### src/rtl/s_mem_pkg.sv
// ---------------------------------------------------------------------------
// s_mem_pkg
// Shared types and constants for the RC4 S-memory phase sequencer.
//   state_t      : sequencer FSM states
//   PH_*         : values presented on the 2-bit phase output
//   DEF_ADDR_W / DEF_DATA_W : default S RAM geometry
//   phase_of()   : maps a state to its phase code
// ---------------------------------------------------------------------------
package s_mem_pkg;

  localparam int DEF_ADDR_W = 8;
  localparam int DEF_DATA_W = 8;

  typedef enum logic [3:0] {
    ST_IDLE,
    ST_INIT_GO,
    ST_INIT_RUN,
    ST_KSA_GO,
    ST_KSA_RUN,
    ST_PRGA_GO,
    ST_PRGA_RUN,
    ST_FINISH,
    ST_FAULT
  } state_t;

  localparam logic [1:0] PH_NONE = 2'd0;
  localparam logic [1:0] PH_INIT = 2'd1;
  localparam logic [1:0] PH_KSA  = 2'd2;
  localparam logic [1:0] PH_PRGA = 2'd3;

  function automatic logic [1:0] phase_of(input state_t s);
    case (s)
      ST_INIT_GO, ST_INIT_RUN: phase_of = PH_INIT;
      ST_KSA_GO,  ST_KSA_RUN:  phase_of = PH_KSA;
      ST_PRGA_GO, ST_PRGA_RUN: phase_of = PH_PRGA;
      default:                 phase_of = PH_NONE;
    endcase
  endfunction

endpackage

### src/rtl/s_mem_sequencer_watchdog.sv
// ---------------------------------------------------------------------------
// phase_watchdog
// Cycle counter bounding how long one client phase may run.
//   clk, reset_n : clock, asynchronous active-low reset
//   clear        : zero the count (asserted in every GO state)
//   enable       : count this cycle (asserted in every RUN state)
//   expired      : this is the TIMEOUT-th enabled cycle since the last clear
// The count is 0 in the first RUN cycle, so it reads TIMEOUT-1 exactly in
// the TIMEOUT-th RUN cycle; expired is gated by enable so it only matters
// while a phase is actually running.
// ---------------------------------------------------------------------------
module phase_watchdog #(
  parameter int TIMEOUT = 4096
) (
  input  logic clk,
  input  logic reset_n,
  input  logic clear,
  input  logic enable,
  output logic expired
);

  localparam int CW = $clog2(TIMEOUT);
  localparam logic [CW-1:0] LAST = CW'(TIMEOUT - 1);

  logic [CW-1:0] count_reg;

  always_ff @(posedge clk or negedge reset_n) begin
    if (!reset_n) begin
      count_reg <= '0;
    end else if (clear) begin
      count_reg <= '0;
    end else if (enable && (count_reg != LAST)) begin
      // Saturate at LAST so the counter can never wrap back to zero.
      count_reg <= count_reg + 1'b1;
    end
  end

  assign expired = enable && (count_reg == LAST);

endmodule

### src/rtl/s_mem_sequencer.sv
// ---------------------------------------------------------------------------
// s_mem_sequencer
// Phase controller for the RC4 decryption core: runs S-array init, KSA and
// PRGA in order, pulses each client's start, waits for its done, and gives
// the active client exclusive access to the single-port S RAM.
//   clk, reset_n                  : clock, asynchronous active-low reset
//   start                         : request a full init->KSA->PRGA sequence
//   {init,ksa,prga}_start         : one-cycle start pulse per client
//   {init,ksa,prga}_done          : client completion (level or pulse)
//   {init,ksa,prga}_addr/data/wren: client RAM requests
//   s_addr, s_data, s_wren        : muxed S RAM port
//   phase                         : 0 none, 1 init, 2 KSA, 3 PRGA
//   busy / done / error           : in progress / completed / watchdog fault
// All outputs are a decode of the registered state (plus client inputs for
// the RAM mux), so an asynchronous reset silences them immediately.
// ---------------------------------------------------------------------------
module s_mem_sequencer
  import s_mem_pkg::*;
#(
  parameter int ADDR_W  = DEF_ADDR_W,
  parameter int DATA_W  = DEF_DATA_W,
  parameter int TIMEOUT = 4096
) (
  input  logic              clk,
  input  logic              reset_n,
  input  logic              start,
  output logic              init_start,
  output logic              ksa_start,
  output logic              prga_start,
  input  logic              init_done,
  input  logic              ksa_done,
  input  logic              prga_done,
  input  logic [ADDR_W-1:0] init_addr,
  input  logic [ADDR_W-1:0] ksa_addr,
  input  logic [ADDR_W-1:0] prga_addr,
  input  logic [DATA_W-1:0] init_data,
  input  logic [DATA_W-1:0] ksa_data,
  input  logic [DATA_W-1:0] prga_data,
  input  logic              init_wren,
  input  logic              ksa_wren,
  input  logic              prga_wren,
  output logic [ADDR_W-1:0] s_addr,
  output logic [DATA_W-1:0] s_data,
  output logic              s_wren,
  output logic [1:0]        phase,
  output logic              busy,
  output logic              done,
  output logic              error
);

  state_t state_reg, state_next;
  logic   wd_clear, wd_enable, wd_expired;

  phase_watchdog #(.TIMEOUT(TIMEOUT)) u_watchdog (
    .clk     (clk),
    .reset_n (reset_n),
    .clear   (wd_clear),
    .enable  (wd_enable),
    .expired (wd_expired)
  );

  always_ff @(posedge clk or negedge reset_n) begin
    if (!reset_n) begin
      state_reg <= ST_IDLE;
    end else begin
      state_reg <= state_next;
    end
  end

  always_comb begin
    state_next = state_reg;
    wd_clear   = 1'b0;
    wd_enable  = 1'b0;
    init_start = 1'b0;
    ksa_start  = 1'b0;
    prga_start = 1'b0;
    s_addr     = '0;
    s_data     = '0;
    s_wren     = 1'b0;
    done       = 1'b0;
    error      = 1'b0;
    phase      = phase_of(state_reg);
    busy       = (phase_of(state_reg) != PH_NONE);

    case (state_reg)
      ST_IDLE: begin
        if (start) state_next = ST_INIT_GO;
      end
      ST_FINISH: begin
        done = 1'b1;
        if (start) state_next = ST_INIT_GO;
      end
      ST_FAULT: begin
        error = 1'b1;
        if (start) state_next = ST_INIT_GO;
      end
      // GO states ignore any done still high from a previous request.
      ST_INIT_GO: begin
        init_start = 1'b1;
        wd_clear   = 1'b1;
        state_next = ST_INIT_RUN;
      end
      ST_KSA_GO: begin
        ksa_start  = 1'b1;
        wd_clear   = 1'b1;
        state_next = ST_KSA_RUN;
      end
      ST_PRGA_GO: begin
        prga_start = 1'b1;
        wd_clear   = 1'b1;
        state_next = ST_PRGA_RUN;
      end
      // In RUN states the client's done is checked before the watchdog, so
      // a done arriving in the last allowed cycle still advances normally.
      ST_INIT_RUN: begin
        wd_enable = 1'b1;
        s_addr    = init_addr;
        s_data    = init_data;
        s_wren    = init_wren;
        if (init_done)       state_next = ST_KSA_GO;
        else if (wd_expired) state_next = ST_FAULT;
      end
      ST_KSA_RUN: begin
        wd_enable = 1'b1;
        s_addr    = ksa_addr;
        s_data    = ksa_data;
        s_wren    = ksa_wren;
        if (ksa_done)        state_next = ST_PRGA_GO;
        else if (wd_expired) state_next = ST_FAULT;
      end
      ST_PRGA_RUN: begin
        wd_enable = 1'b1;
        s_addr    = prga_addr;
        s_data    = prga_data;
        s_wren    = prga_wren;
        if (prga_done)       state_next = ST_FINISH;
        else if (wd_expired) state_next = ST_FAULT;
      end
      default: begin
        state_next = ST_IDLE;
      end
    endcase
  end

endmodule

### config.mk
export PLATFORM = sky130hd
export DESIGN_NAME = s_mem_sequencer
export DESIGN_NICKNAME = d
export VERILOG_FILES = /design/src/rtl/s_mem_pkg.sv /design/src/rtl/s_mem_sequencer_watchdog.sv /design/src/rtl/s_mem_sequencer.sv
export SDC_FILE = /design/constraint.sdc
export NUM_CORES = 1
export LEC_CHECK = 0
export ABC_AREA = 1
export CORE_MARGIN = 1.5
export CORE_UTILIZATION = 45
export CTS_BUF_LIST = sky130_fd_sc_hd__clkbuf_8
export CTS_CLUSTER_SIZE = 40
export DETAILED_ROUTE_END_ITERATION = 12
export DONT_BUFFER_PORTS = 1
export GPL_TIMING_DRIVEN = 1
export SETUP_SLACK_MARGIN = 0.4
export SLEW_MARGIN = 30
export SYNTH_ARGS = -nofsm -noshare
export SYNTH_HDL_FRONTEND = slang
export SYNTH_HIERARCHICAL = 1
export SYNTH_SLANG_ARGS = --single-unit
### constraint.sdc
create_clock -name clk -period 2.1 [get_ports clk]
set_input_delay 0.42 -clock clk [delete_from_list [all_inputs] [get_ports clk]]
set_output_delay 0.42 -clock clk [all_outputs]
set_load 0.02 [all_outputs]
; After elaboration in Yosys (flattened, before gate mapping)
; Index checks and enable logic that the tools add are counted.
[totals]
out_inout_bits = 25
in_bits = 57
regBits = 16
word_cells = 44
[op_classes]
reduce_logical = 11
mux = 19
add_sub_neg = 1
n_eq_ne = 11
[ops]
columns = op, n
row1 = $pmux 8 s3, 2
row2 = $pmux 4 s7, 1
row3 = $mux 12, 2
row4 = $mux 4, 5
row5 = $eq 4x3->1 const B, 4
row6 = $add 12x1->12 const B, 1
row7 = $eq 12x12->1 const B, 1
row8 = $ne 12x12->1 const B, 1
row9 = $reduce_or 3->1, 3
row10 = $eq 4x2->1 const B, 2
row11 = $mux 1, 7
row12 = $pmux 2 s3, 1
row13 = $reduce_or 2->1, 3
row14 = $eq 4x1->1 const B, 1
row15 = $eq 4x4->1 const B, 1
row16 = $logic_not 4->1, 1
row17 = $reduce_bool 2->1, 2
row18 = $pmux 1 s3, 1
row19 = $logic_and 1x1->1, 2
row20 = $ne 2x1->1 const B, 1

; Depth between registers and ports, before layout
; Gate-level depths: netlist of the first run.
[depth]
word_depth = 7
mapped_depth = 15

; By module
; The synthesis of the first run kept the hierarchy.
[modules_own_cells]
columns = mod, area_per_inst_um2, cells_each, seq_area_each_um2, instances
row1 = phase_watchdog, 784.5, 112, 300.3, 1
row2 = s_mem_sequencer, 764.5, 143, 100.1, 1

; Least setup slack after synthesis of the first run
; OpenSTA, ideal clock, no wires.
[synth_timing]
kind = register to output
from = reg state_reg[0]
to = out busy
t_arrival_ps = 1441
path_buffers = 1
setup_slack_ps = 239
path_stages_with_launch = 6
required_time_ps = 1680
path_cell_list = dfrtp_1 -> buf_6 -> nand2_1 -> inv_1 -> nor3_1 -> or2_1
[synth_via]
elab_chain_len = 4
[synth_lines]
columns = item, line
row1 = "start, declared", s_mem_sequencer.sv:51  ; state_t state_reg, state_next;
row2 = "start signal, assigned", s_mem_sequencer.sv:66  ; state_reg <= state_next;
row3 = $eq 4x3->1 (tied with other cells), n/a
row4 = $reduce_or 2->1, n/a
row5 = $pmux 2 s3 (*), n/a
row6 = via phase[0], s_mem_sequencer.sv:45  ; output logic [1:0] phase,
row7 = $reduce_bool 2->1 (*), s_mem_sequencer.sv:83  ; busy = (phase_of(state_reg) != PH_NONE);
row8 = "end, declared", s_mem_sequencer.sv:46  ; output logic busy,
; Mark *: on every way through the listed nets, which the timed path passes. The rest lies on a longest branch.

; Worst setup path after layout of the first run
[layout_timing]
from = reg state_reg[0]
to = out s_data[1]
[layout_via]
elab_chain_len = 2
[layout_lines]
columns = item, line
row1 = $eq 4x3->1 / $eq 4x2->1 (equally long branches), s_mem_sequencer.sv:85  ; case (state_reg)
row2 = $pmux 8 s3 (*), s_mem_sequencer.sv:85
row3 = "end, declared", s_mem_sequencer.sv:43  ; output logic [DATA_W-1:0] s_data,
; Every way passes the cells marked *; elsewhere a longest branch is shown, timed or not.

==> results_tabular.tex, run 1 <==
\begin{tabular}{lr}
\hline
Metric & Value \\
\hline
\multicolumn{2}{l}{\textbf{Outcome}} \\
\quad Result of the run & complete, no violations \\
\multicolumn{2}{l}{\textbf{Finish}} \\
\quad Most common cell after layout, fill and taps aside & sky130\_fd\_sc\_hd\_\_nand2\_1 \\
\quad Count of nets after finishing & 350 \\
\quad Commonest non-fill, non-tap cells in the layout & 59 x sky130\_fd\_sc\_hd\_\_nand2\_1, 34 x sky130\_fd\_sc\_hd\_\_nand2\_2, 27 x sky130\_fd\_sc\_hd\_\_buf\_4 \\
\quad Layout overhead on the synthesized area & 54.28\% \\
\quad Ant. Diodes & 0 \\
\quad Number of flip-flops under the largest register name & 12 \\
\quad Fin cells & around 340 \\
\quad Share of final-layout standard cells stronger than drive strength 1 & 44.67\% \\
\multicolumn{2}{l}{\textbf{GRT}} \\
\quad GRT Residual Overflow & 0 \\
\quad Wire length of the first global-routing pass & 7127 µm \\
\quad Antenna violations before repair & 0 \\
\quad Global-route usage over all layers & 25.47\% \\
\quad Largest net degree at the start of global routing & 17 \\
\quad Vias in the first global route & 1658 \\
\multicolumn{2}{l}{\textbf{Min path}} \\
\quad Worst hold path depth & 2 \\
\quad Worst hold path class & primary input to flop \\
\quad WHS Endpoint & state\_reg[2] \\
\quad HP Start & prga\_done \\
\multicolumn{2}{l}{\textbf{Power}} \\
\quad Net switching share of the total power & 53.65\% \\
\quad Combinational share of power & 76.8\% \\
\quad Clk network pwr share & under 10\% \\
\quad Max rail drop VDD & about 630 µV \\
\quad Sequential cell fraction of total power & 14.1\% \\
\quad Pint & 0.001462 W \\
\quad Reported leakage power & approximately 1.2 nW \\
\quad Cell area power density & around 1300 nW/µm² \\
\quad Switching component of the power & 0.001692 W \\
\quad Final Total Pwr & 0.003154 W \\
\multicolumn{2}{l}{\textbf{Timing}} \\
\quad Clock Skew & 0.004740 ns \\
\quad Final Hold Viols & 0 \\
\quad Final hold slack & 0.3527 ns \\
\quad Final worst-path cycle share & 91.66\% \\
\quad Setup\_tns & 0 ns \\
\quad Tightest Pin Transition & 0.8027 ns \\
\quad Setup repair after global routing missed its margin & yes \\
\quad Peak clock frequency supported by timing & between 0.5 and 0.6 GHz \\
\quad Least setup slack across all paths after layout & 0.1752 ns \\
\quad Final setup violation count & 0 \\
\quad Slew margin rel. & between 40\% and 50\% \\
\quad Final critical path time including I/O delays and setup & 1.925 ns \\
\quad Count of pins over their slew limit & 0 \\
\multicolumn{2}{l}{\textbf{Detailed routing}} \\
\quad Initial detailed-routing violation count & 215 \\
\quad DRT Pass-1 Iters & 4 \\
\quad Via/cell ratio & $\sim$5.8 \\
\quad Total wire length & 6176 µm \\
\quad Routed WL per cell & 18.33 µm \\
\quad Number of nets with antenna violations after detailed routing & 0 \\
\quad Post-detailed-route DRC marker count & 0 \\
\quad Via count & 1960 \\
\multicolumn{2}{l}{\textbf{Critical path}} \\
\quad Category of the most critical setup path & flop to output pin \\
\quad Category of the worst setup path capture point & output pin \\
\quad Max FO, Critical Path & 8 \\
\quad Endpoint of the worst register-to-register path & state\_reg[0] \\
\quad Worst reg-to-reg path cell count & 16 \\
\quad Required time at the worst-slack endpoint & around 1.7 ns \\
\quad R2R Setup Slk & 0.26 ns \\
\quad Startpoint of the lowest-slack register-to-register path & state\_reg[0] \\
\quad Arrival time at the worst endpoint & 1.50 ns \\
\quad Startpoint type of the worst setup path & flop \\
\quad Startpoint of the worst setup timing path & state\_reg[0] \\
\multicolumn{2}{l}{\textbf{Run}} \\
\quad Max-cap violations & 0 \\
\multicolumn{2}{l}{\textbf{Logic synthesis}} \\
\quad Cell area after technology mapping & 1549 µm² \\
\quad Number of distinct library cells after synthesis & 28 \\
\quad Flip-flop and latch count after synthesis & 16 \\
\quad Post-Syn Area per Cell & 6.074 µm² \\
\quad Cells after Synth & $\sim$260 \\
\quad Share of the yosys chip area belonging to registers & 25.85\% \\
\quad Syn nets & 313 \\
\quad Count of yosys warnings during synthesis & 6 \\
\multicolumn{2}{l}{\textbf{Clock network}} \\
\quad Number of buffers inserted during clock tree synthesis & 3 \\
\quad Clock transition time at the flip-flop clock pins of the worst setup and hold paths & 0.07 ns \\
\quad Number of levels the H-tree was split into & 1 \\
\quad Sinks on the clock net & 16 \\
\quad Clock latency reported for the late side of the worst-skew pair & 0.26 ns \\
\quad Clk Tree Root Cell & sky130\_fd\_sc\_hd\_\_clkbuf\_8 \\
\quad Clock tree buffer depth & 2 \\
\quad Clock tree from TritonCTS & yes \\
\multicolumn{2}{l}{\textbf{Die}} \\
\quad Die height & 61.67 µm \\
\quad Core Footprint & 3311 µm² \\
\quad Effective utilization at floorplan & 46.79\% \\
\quad Width of the die & 61.67 µm \\
\quad Io pins & 82 \\
\quad Cell Rows & 21 \\
\quad Floorplan die area & 3803 µm² \\
\multicolumn{2}{l}{\textbf{Placement}} \\
\quad Pre-CTS setup slack & around 0.28 ns \\
\quad RD Place Congestion & 0.8618 \\
\quad Port Buffers & 0 \\
\quad Cells after DPL & 301 \\
\quad Half-perimeter wire length of the detailed placement result & between 2000 and 3000 µm \\
\hline
\end{tabular}
==> final cells by class <==
type | instances | area [µm²]
clock buffers | 4 | 55.05
inverters | 26 | 112.6
well taps | 46 | 57.56
multi-input cells | 208 | 1434
flip-flops and latches | 16 | 402.9
fillers | 243 | 920.9
repair buffers | 35 | 312.8
repair inverters | 2 | 15.01
==> worst max-delay path, cell delays in order, from the launching register on <==
cell                       delay, ns
sky130_fd_sc_hd__dfrtp_2        0.49
sky130_fd_sc_hd__clkinv_4       0.11
sky130_fd_sc_hd__nand2_4        0.06
sky130_fd_sc_hd__nor2_4         0.19
sky130_fd_sc_hd__buf_8          0.19
sky130_fd_sc_hd__nand2_2        0.09
sky130_fd_sc_hd__nand3_4        0.11
==> timing repair <==
action                     4_1_cts  5_1_grt
hold buffers                     1        0
hold endpoints to repair        16        0
cloned                           7        0
resized for setup               77       44
pin swaps                       29       20
setup endpoints to repair       27       30
setup buffers                   14       10
==> worst max path at each step <==
stage / endpoint / slack [ns] / cells after the start
6_report: s_data[1] / 0.18 / 6
3_3_place_gp: state_reg[0] / 0.26 / 14
2_1_floorplan: busy / 0.36 / 5
4_1_cts: s_data[4] / 0.27 / 6
5_1_grt: s_data[4] / 0.05 / 5
3_5_place_dp: state_reg[0] / 0.28 / 14
==> cells in the mapped netlist (all sizes together) <==
cell / number / share of area (%)
nand2: 103 / 27
nand3: 44 / 15
nor2: 32 / 9.0
inv: 24 / 5.8
dfrtp: 16 / 26
buf: 8 / 6.2
o21ai: 8 / 2.6
nand4: 5 / 2.0
xor2: 3 / 1.7
clkinv: 2 / 0.56
nor3: 2 / 0.65
o21bai: 2 / 0.97
o22ai: 2 / 0.81
a21o: 1 / 0.48
a21oi: 1 / 0.32
ha: 1 / 0.81
or2: 1 / 0.40
==> logic make-up after synthesis <==
group,Yosys count,synth area share [%]
AO/OA/AOI/OAI,14,5.169
buffers and inverters,34,12.60
flip-flops,16,25.85
adder cells (fa/ha/maj),1,0.8076
AND/OR/NAND/NOR,187,53.88
XOR/XNOR,3,1.697
==> power by group through the flow <==
stage	logic, W	clock network [W]	registers, W
floorplan	0.00118	0	0.000403
global placement	0.00132	0	0.000436
detailed placement	0.00132	0	0.000433
CTS	0.00194	0.000288	0.000430
global route	0.00260	0.000309	0.000450
finish	0.00242	0.000287	0.000445
==> stage by stage <==
| step | utilization [%] | area, µm² |
|---|---|---|
| finish | 72.18 | 2390 |
| floorplan | - | 1564 |
| global route | 72.18 | 2390 |
| global placement | 47.88 | 1585 |
| CTS | 64.40 | 2132 |
| detailed placement | 47.88 | 1585 |
==> layer usage <==
layer	track usage, %	part of all wire (%)
met2	44.06	52
met5	0	0
met4	13.37	5.9
met3	6.933	7.7
met1	28.35	35
No activity file was read; power rests on OpenSTA's default activity.
==> run 2: changes to the inputs <==
--- a/config.mk
+++ b/config.mk
@@ -7,7 +7,7 @@
 export LEC_CHECK = 0
 export ABC_AREA = 1
 export CORE_MARGIN = 1.5
-export CORE_UTILIZATION = 45
+export CORE_UTILIZATION = 50
 export CTS_BUF_LIST = sky130_fd_sc_hd__clkbuf_8
 export CTS_CLUSTER_SIZE = 40
 export DETAILED_ROUTE_END_ITERATION = 12
==> constraint.sdc (replaced) <==
create_clock -name clk -period 2.2 [get_ports clk]
set_input_delay 0.44 -clock clk [delete_from_list [all_inputs] [get_ports clk]]
set_output_delay 0.44 -clock clk [all_outputs]
set_load 0.02 [all_outputs]
==> results_tabular.tex, run 2 (synthesized netlist as in run 1, its figures left out) <==
\begin{tabular}{lr}
\hline
Metric & Value \\
\hline
\multicolumn{2}{l}{\textbf{Finish}} \\
\quad Number of flip-flops under the largest register name & 12 (unchanged) \\
\quad Final cell area excluding filler cells & 2127 µm² (-11\%) \\
\quad Layout overhead on the synthesized area & 37.32\% \\
\quad Ant. Diodes & 0 (unchanged) \\
\quad Area used by multi-input combinational logic & 1272 µm² (-11\%) \\
\quad Util after Layout & 70.83\% (-1.4 points) \\
\quad Register area & 405.4 µm² (+0.62\%) \\
\quad Commonest non-fill, non-tap cells in the layout & 79 x sky130\_fd\_sc\_hd\_\_nand2\_1, 26 x sky130\_fd\_sc\_hd\_\_nand3\_1, 25 x sky130\_fd\_sc\_hd\_\_nor2\_1 \\
\quad Filler instances & 235 (-3.3\%) \\
\quad Share of final-layout standard cells stronger than drive strength 1 & 35.11\% (-9.6 points) \\
\quad Count of nets after finishing & 342 (-2.3\%) \\
\quad Most common cell after layout, fill and taps aside & sky130\_fd\_sc\_hd\_\_nand2\_1 \\
\multicolumn{2}{l}{\textbf{Timing}} \\
\quad Setup\_tns & 0 ns (unchanged) \\
\quad Final worst-path cycle share & 85.80\% \\
\quad Count of pins over their slew limit & 0 (unchanged) \\
\quad Final setup violation count & 0 (unchanged) \\
\quad Final Hold Viols & 0 (unchanged) \\
\quad Setup repair after global routing missed its margin & yes \\
\quad Slew margin rel. & 49.08\% (+2.8 points) \\
\quad Least setup slack across all paths after layout & 0.3125 ns (+0.1373 ns) \\
\quad Final hold slack & 0.3560 ns (+0.003259 ns) \\
\quad Final critical path time including I/O delays and setup & roughly 1.9 ns \\
\quad Clock Skew & 0.002184 ns (-0.002556 ns) \\
\quad Peak clock frequency supported by timing & approximately 0.53 GHz \\
\quad Tightest Pin Transition & 0.7613 ns (-0.04138 ns) \\
\multicolumn{2}{l}{\textbf{GRT}} \\
\quad Vias in the first global route & 1603 (-3.3\%) \\
\quad Wire length of the first global-routing pass & 6872 µm (-3.6\%) \\
\quad Global-route usage over all layers & 25.83\% (+0.35 points) \\
\quad Antenna violations before repair & 0 (unchanged) \\
\quad Largest net degree at the start of global routing & 20 (+3) \\
\quad GRT Residual Overflow & 0 (unchanged) \\
\multicolumn{2}{l}{\textbf{Placement}} \\
\quad Half-perimeter wire length of the detailed placement result & 2861 µm (+1.8\%) \\
\quad Placed Area & 1540 µm² (-2.8\%) \\
\quad Port Buffers & 0 (unchanged) \\
\quad Pre-CTS setup slack & 0.3396 ns (+0.05520 ns) \\
\quad RD Place Congestion & 0.8501 (-1.4\%) \\
\multicolumn{2}{l}{\textbf{Min path}} \\
\quad Worst hold path class & primary input to flop \\
\multicolumn{2}{l}{\textbf{Critical path}} \\
\quad Max FO, Critical Path & 5 (-3) \\
\quad CP delay by family, top & simple AND/OR/NAND/NOR gates \\
\quad Critical-path cell list & buf\_4, buf\_4, nand2\_1, nor2\_1 \\
\quad Delay of the slowest cell on the worst path & 0.43 ns (-0.06 ns) \\
\quad Category of the worst setup path capture point & output pin \\
\quad Dominant cell type by count on the critical path & sky130\_fd\_sc\_hd\_\_buf\_4 \\
\quad Worst-path cell with the longest stage delay & sky130\_fd\_sc\_hd\_\_dfrtp\_2 \\
\quad Category of the most critical setup path & flop to output pin \\
\quad Required time at the worst-slack endpoint & 1.76 ns (+0.08 ns) \\
\quad Arrival time at the worst endpoint & 1.45 ns (-0.05 ns) \\
\quad Number of buffers and inverters on the critical path & 2 (unchanged) \\
\quad Startpoint type of the worst setup path & flop \\
\multicolumn{2}{l}{\textbf{Power}} \\
\quad Max rail drop VDD & 618.9 µV (-1.9\%) \\
\quad Combinational share of power & 74.8\% (-2.0 points) \\
\quad Pint & 0.001123 W (-23\%) \\
\quad Switching component of the power & 0.001394 W (-18\%) \\
\quad Sequential cell fraction of total power & 16.4\% (+2.3 points) \\
\quad Reported leakage power & 1.114 nW (-5.1\%) \\
\quad Clk network pwr share & 8.8\% (-0.3 points) \\
\quad Cell area power density & 1183 nW/µm² (-10\%) \\
\quad Net switching share of the total power & 55.40\% (+1.7 points) \\
\multicolumn{2}{l}{\textbf{Clock network}} \\
\quad Sinks on the clock net & 16 (unchanged) \\
\quad Clock transition time at the flip-flop clock pins of the worst setup and hold paths & 0.06 ns (about the same) \\
\quad Number of buffers inserted during clock tree synthesis & 3 (unchanged) \\
\quad Clock tree from TritonCTS & yes \\
\quad Clk Tree Root Cell & sky130\_fd\_sc\_hd\_\_clkbuf\_8 \\
\quad Clock tree buffer depth & 2 (unchanged) \\
\quad Clock latency reported for the late side of the worst-skew pair & 0.25 ns (about the same) \\
\quad Number of levels the H-tree was split into & 1 (unchanged) \\
\multicolumn{2}{l}{\textbf{Detailed routing}} \\
\quad Via count & 1838 (-6.2\%) \\
\quad Post-detailed-route DRC marker count & 0 (unchanged) \\
\quad Routed WL per cell & 16.29 µm (-11\%) \\
\quad Via/cell ratio & 5.835 (+0.32\%) \\
\quad Initial detailed-routing violation count & 90 (-58\%) \\
\quad Total wire length & 5130 µm (-17\%) \\
\quad DRT Pass-1 Iters & 4 (unchanged) \\
\quad Number of nets with antenna violations after detailed routing & 0 (unchanged) \\
\multicolumn{2}{l}{\textbf{Die}} \\
\quad Cell Rows & 20 (-4.8\%) \\
\quad Width of the die & 58.66 µm (-4.9\%) \\
\quad Core Footprint & 3003 µm² (-9.3\%) \\
\quad Die height & 58.66 µm (-4.9\%) \\
\quad Io pins & 82 (unchanged) \\
\quad Effective utilization at floorplan & 51.58\% (+4.8 points) \\
\quad Floorplan die area & 3441 µm² (-9.5\%) \\
\multicolumn{2}{l}{\textbf{Run}} \\
\quad Max-cap violations & 0 (unchanged) \\
\multicolumn{2}{l}{\textbf{Outcome}} \\
\quad Result of the run & complete, no violations \\
\hline
\end{tabular}
## run 2: final timing paths
check	start	end	slack (ns)	cells past startpoint
max	state_reg[0]	prga_start	0.31	4
min	prga_done	state_reg[1]	0.36	2
max reg2reg	state_reg[0]	state_reg[0]	0.40	14
min reg2reg	u_watchdog/count_reg[3]	u_watchdog/count_reg[3]	0.57	2
max in group asynchronous	reset_n	state_reg[3]	0.97	1
min in group asynchronous	reset_n	u_watchdog/count_reg[3]	0.70	1
## run 2: repair_timing
| action | in CTS | in global routing |
|---|---|---|
| hold endpoints to repair | 16 | 0 |
| pin swaps | 10 | 15 |
| cloned | 4 | 3 |
| endpoints found under the setup margin | 19 | 35 |
| resized for setup | 42 | 50 |
| hold buffers | 1 | 0 |
| setup buffers | 11 | 8 |
## run 2: power groups by stage
| stage | clock network (W) | registers (W) | logic [W] |
|---|---|---|---|
| 2_1_floorplan | 0 | 0.000385 | 0.00112 |
| 3_3_place_gp | 0 | 0.000410 | 0.00118 |
| 3_5_place_dp | 0 | 0.000411 | 0.00120 |
| 4_1_cts | 0.000223 | 0.000401 | 0.00154 |
| 5_1_grt | 0.000239 | 0.000419 | 0.00200 |
| 6_report | 0.000221 | 0.000412 | 0.00188 |
## run 2: stage by stage
step                std cells  total power (W)
finish                    315         0.002517
global route              315         0.002661
CTS                       304         0.002162
detailed placement        285         0.001610
global placement          285         0.001590
floorplan                 255         0.001501
## run 2: area by class of cell
class	count	share of cell area [%]
inverters	26	5.412
multi-input cells	207	59.82
flip-flops and latches	16	19.06
repair buffers	27	10.71
well taps	33	1.941
repair inverters	3	1.118
clock buffers	3	1.941
## run 2: worst reg2reg max path: stages, from the launching register on
cell and delay, ns:
sky130_fd_sc_hd__dfrtp_2 0.45, sky130_fd_sc_hd__buf_4 0.17, sky130_fd_sc_hd__buf_4 0.15, sky130_fd_sc_hd__o22ai_2 0.22, sky130_fd_sc_hd__inv_2 0.07, sky130_fd_sc_hd__nor2_4 0.13, sky130_fd_sc_hd__inv_1 0.05, sky130_fd_sc_hd__nand2_1 0.07
sky130_fd_sc_hd__nand2_1 0.05, sky130_fd_sc_hd__nand2_1 0.06, sky130_fd_sc_hd__nand2_1 0.05, sky130_fd_sc_hd__inv_1 0.05, sky130_fd_sc_hd__nand2_1 0.04, sky130_fd_sc_hd__nand2_1 0.05, sky130_fd_sc_hd__nand2_1 0.05
## run 2: per-layer routing
metal	wire, µm	GRT usage, %	vias up
li1	-	-	871
met1	1903	29.05	859
met2	2720	47.83	89
met3	344	3.736	19
met4	161	11.69	0
met5	0	0	-
==> run 3: changes to the inputs <==
--- a/config.mk
+++ b/config.mk
@@ -6,13 +6,16 @@
 export NUM_CORES = 1
 export LEC_CHECK = 0
 export ABC_AREA = 1
+export CELL_PAD_IN_SITES_DETAIL_PLACEMENT = 0
+export CELL_PAD_IN_SITES_GLOBAL_PLACEMENT = 2
 export CORE_MARGIN = 1.5
-export CORE_UTILIZATION = 50
+export CORE_UTILIZATION = 31
 export CTS_BUF_LIST = sky130_fd_sc_hd__clkbuf_8
 export CTS_CLUSTER_SIZE = 40
 export DETAILED_ROUTE_END_ITERATION = 12
 export DONT_BUFFER_PORTS = 1
 export GPL_TIMING_DRIVEN = 1
+export PLACE_DENSITY = 0.91
 export SETUP_SLACK_MARGIN = 0.4
 export SLEW_MARGIN = 30
 export SYNTH_ARGS = -nofsm -noshare
==> results_tabular.tex, run 3 (synthesized netlist as in run 1, its figures left out) <==
\begin{tabular}{lr}
\hline
Metric & Value \\
\hline
\multicolumn{2}{l}{\textbf{Clock network}} \\
\quad Clock latency reported for the late side of the worst-skew pair & 0.25 ns (about the same) \\
\quad Number of buffers inserted during clock tree synthesis & 3 (unchanged) \\
\quad Clk Tree Root Cell & sky130\_fd\_sc\_hd\_\_clkbuf\_8 \\
\quad Clock transition time at the flip-flop clock pins of the worst setup and hold paths & 0.07 ns (about the same) \\
\quad Number of levels the H-tree was split into & 1 (unchanged) \\
\quad Clock tree buffer depth & 2 (unchanged) \\
\quad Clock tree from TritonCTS & yes \\
\quad Sinks on the clock net & 16 (unchanged) \\
\multicolumn{2}{l}{\textbf{Timing}} \\
\quad Clock Skew & 0.004156 ns (+0.001973 ns) \\
\quad Count of pins over their slew limit & 0 (unchanged) \\
\quad Setup repair after global routing missed its margin & yes \\
\quad Final critical path time including I/O delays and setup & 1.876 ns (-0.01197 ns) \\
\quad Slew margin rel. & 47.04\% (-2.0 points) \\
\quad Setup\_tns & 0 ns (unchanged) \\
\quad Peak clock frequency supported by timing & 0.5332 GHz (+0.64\%) \\
\quad Final setup violation count & 0 (unchanged) \\
\quad Tightest Pin Transition & 0.7918 ns (+0.03056 ns) \\
\quad Final Hold Viols & 0 (unchanged) \\
\quad Final worst-path cycle share & 85.25\% (-0.54 points) \\
\multicolumn{2}{l}{\textbf{Die}} \\
\quad Io pins & 82 (unchanged) \\
\quad Floorplan die area & 5429 µm² (+58\%) \\
\quad Effective utilization at floorplan & 32.58\% (-19 points) \\
\quad Die height & 73.69 µm (+26\%) \\
\quad Width of the die & 73.69 µm (+26\%) \\
\quad Cell Rows & 25 (+25\%) \\
\quad Core Footprint & 4755 µm² (+58\%) \\
\multicolumn{2}{l}{\textbf{GRT}} \\
\quad Wire length of the first global-routing pass & 6706 µm (-2.4\%) \\
\quad Vias in the first global route & 1419 (-11\%) \\
\quad Global-route usage over all layers & 15.85\% (-10 points) \\
\quad GRT Residual Overflow & 0 (unchanged) \\
\quad Largest net degree at the start of global routing & 20 (unchanged) \\
\quad Antenna violations before repair & 0 (unchanged) \\
\multicolumn{2}{l}{\textbf{Critical path}} \\
\quad Startpoint type of the worst setup path & flop \\
\quad Required time at the worst-slack endpoint & 1.76 ns (about the same) \\
\quad Category of the most critical setup path & flop to output pin \\
\quad Max FO, Critical Path & 8 (+3) \\
\quad Arrival time at the worst endpoint & 1.44 ns (about the same) \\
\quad Category of the worst setup path capture point & output pin \\
\multicolumn{2}{l}{\textbf{Power}} \\
\quad Switching component of the power & 0.001384 W (-0.75\%) \\
\quad Sequential cell fraction of total power & 16.4\% (about the same) \\
\quad Net switching share of the total power & 53.53\% (-1.9 points) \\
\quad Reported leakage power & 1.086 nW (-2.5\%) \\
\quad Pint & 0.001201 W (+7.0\%) \\
\quad Combinational share of power & 73.5\% (-1.3 points) \\
\quad Cell area power density & 1173 nW/µm² (-0.90\%) \\
\quad Final Total Pwr & 0.002585 W (+2.7\%) \\
\quad Max rail drop VDD & 564.9 µV (-8.7\%) \\
\quad Clk network pwr share & 10.1\% (+1.3 points) \\
\multicolumn{2}{l}{\textbf{Finish}} \\
\quad Number of flip-flops under the largest register name & 12 (unchanged) \\
\quad Area used by multi-input combinational logic & 1308 µm² (+2.8\%) \\
\quad Count of nets after finishing & 339 (-0.88\%) \\
\quad Share of final-layout standard cells stronger than drive strength 1 & 34.64\% (-0.46 points) \\
\quad Commonest non-fill, non-tap cells in the layout & 76 x sky130\_fd\_sc\_hd\_\_nand2\_1, 26 x sky130\_fd\_sc\_hd\_\_nand3\_1, 25 x sky130\_fd\_sc\_hd\_\_nor2\_1 \\
\quad Layout overhead on the synthesized area & 42.33\% \\
\quad Filler instances & 468 (+99\%) \\
\quad Most common cell after layout, fill and taps aside & sky130\_fd\_sc\_hd\_\_nand2\_1 \\
\quad Register area & 405.4 µm² (unchanged) \\
\quad Ant. Diodes & 0 (unchanged) \\
\multicolumn{2}{l}{\textbf{Detailed routing}} \\
\quad Post-detailed-route DRC marker count & 0 (unchanged) \\
\quad Number of nets with antenna violations after detailed routing & 0 (unchanged) \\
\quad Routed WL per cell & 14.69 µm (-9.8\%) \\
\quad DRT Pass-1 Iters & 4 (unchanged) \\
\quad Initial detailed-routing violation count & 56 (-38\%) \\
\quad Via/cell ratio & 5.006 (-14\%) \\
\quad Via count & 1737 (-5.5\%) \\
\quad Total wire length & 5097 µm (-0.64\%) \\
\multicolumn{2}{l}{\textbf{Min path}} \\
\quad Worst hold path class & primary input to flop \\
\multicolumn{2}{l}{\textbf{Run}} \\
\quad Max-cap violations & 0 (unchanged) \\
\multicolumn{2}{l}{\textbf{Placement}} \\
\quad RD Place Congestion & 0.7837 (-7.8\%) \\
\quad Half-perimeter wire length of the detailed placement result & 3017 µm (+5.5\%) \\
\quad Port Buffers & 0 (unchanged) \\
\multicolumn{2}{l}{\textbf{Outcome}} \\
\quad Result of the run & complete, no violations \\
\hline
\end{tabular}
run 3: changes by cell type in the layout (fill, tap and decap cells not counted), moves of 2 or more:
cell | before | now
sky130_fd_sc_hd__inv_4 | 5 | 3
sky130_fd_sc_hd__nand3_4 | 8 | 15
sky130_fd_sc_hd__nand2_1 | 79 | 76
sky130_fd_sc_hd__nor2_2 | 1 | 3
sky130_fd_sc_hd__nand3_2 | 10 | 3
sky130_fd_sc_hd__nand2_4 | 9 | 5
sky130_fd_sc_hd__nor2_4 | 8 | 6
sky130_fd_sc_hd__nand2_2 | 14 | 20
run 3: per-stage QoR:
| stage | cells | instance area [µm²] | setup WS (ns) | hold WS (ns) | util (%) |
|---|---|---|---|---|---|
| 2_1_floorplan | 255 | 1558 | 0.3860 | 0.1444 | - |
| 3_3_place_gp | 320 | 1590 | 0.3803 | 0.1451 | 33.45 |
| 3_5_place_dp | 320 | 1590 | 0.3599 | 0.1450 | 33.45 |
| 4_1_cts | 335 | 1876 | 0.3689 | 0.3725 | 39.45 |
| 5_1_grt | 347 | 2205 | 0.2596 | 0.3771 | 46.37 |
| 6_report | 347 | 2205 | 0.3245 | 0.3620 | 46.37 |
run 3: worst paths after layout:
path	from	end	slack (ns)	depth (start not counted)
worst max-delay path	state_reg[1]	s_addr[1]	0.32	5
worst min-delay path	prga_done	state_reg[2]	0.36	2
worst max register to register	u_watchdog/count_reg[0]	state_reg[0]	0.49	14
worst min register to register	u_watchdog/count_reg[1]	u_watchdog/count_reg[1]	0.57	2
max in group asynchronous	reset_n	state_reg[0]	0.94	1
min in group asynchronous	reset_n	state_reg[2]	0.72	1
run 3: cell type report:
type                            instances  area share [%]
Inverter                               26           5.221
Timing Repair inverter                  1          0.3973
Timing Repair Buffer                   26           10.39
Tap cell                               67           3.803
Sequential cell                        16           18.39
Clock buffer                            4           2.497
Multi-Input combinational cell        207           59.31
run 3: power groups by stage:
stage	registers, W	logic [W]	clock network (W)
detailed placement	0.000411	0.00122	0
finish	0.000425	0.00190	0.000261
global route	0.000433	0.00205	0.000286
CTS	0.000403	0.00152	0.000273
floorplan	0.000385	0.00112	0
global placement	0.000411	0.00123	0
run 3: repair_timing:
| action | 4_1_cts | 5_1_grt |
|---|---|---|
| setup endpoints to repair | 20 | 25 |
| gates resized for setup | 36 | 56 |
| endpoints found under the hold margin | 16 | 0 |
| setup buffers | 7 | 10 |
| hold buffers | 1 | 0 |
| pin swaps | 10 | 16 |
| cloned | 3 | 2 |
run 3: worst max-delay path, cell delays in order (launching register included):
cell	delay, ns
sky130_fd_sc_hd__dfrtp_2	0.47
sky130_fd_sc_hd__inv_4	0.11
sky130_fd_sc_hd__nand2_4	0.09
sky130_fd_sc_hd__nor2_4	0.25
sky130_fd_sc_hd__nand2_1	0.15
sky130_fd_sc_hd__nand3_4	0.11
run 3: routing by layer:
layer / wire [µm] / global-route usage [%]
met1: 2093 / 20.47
met2: 2621 / 26.43
met3: 306 / 3.978
met4: 75 / 3.704
met5: 0 / 0
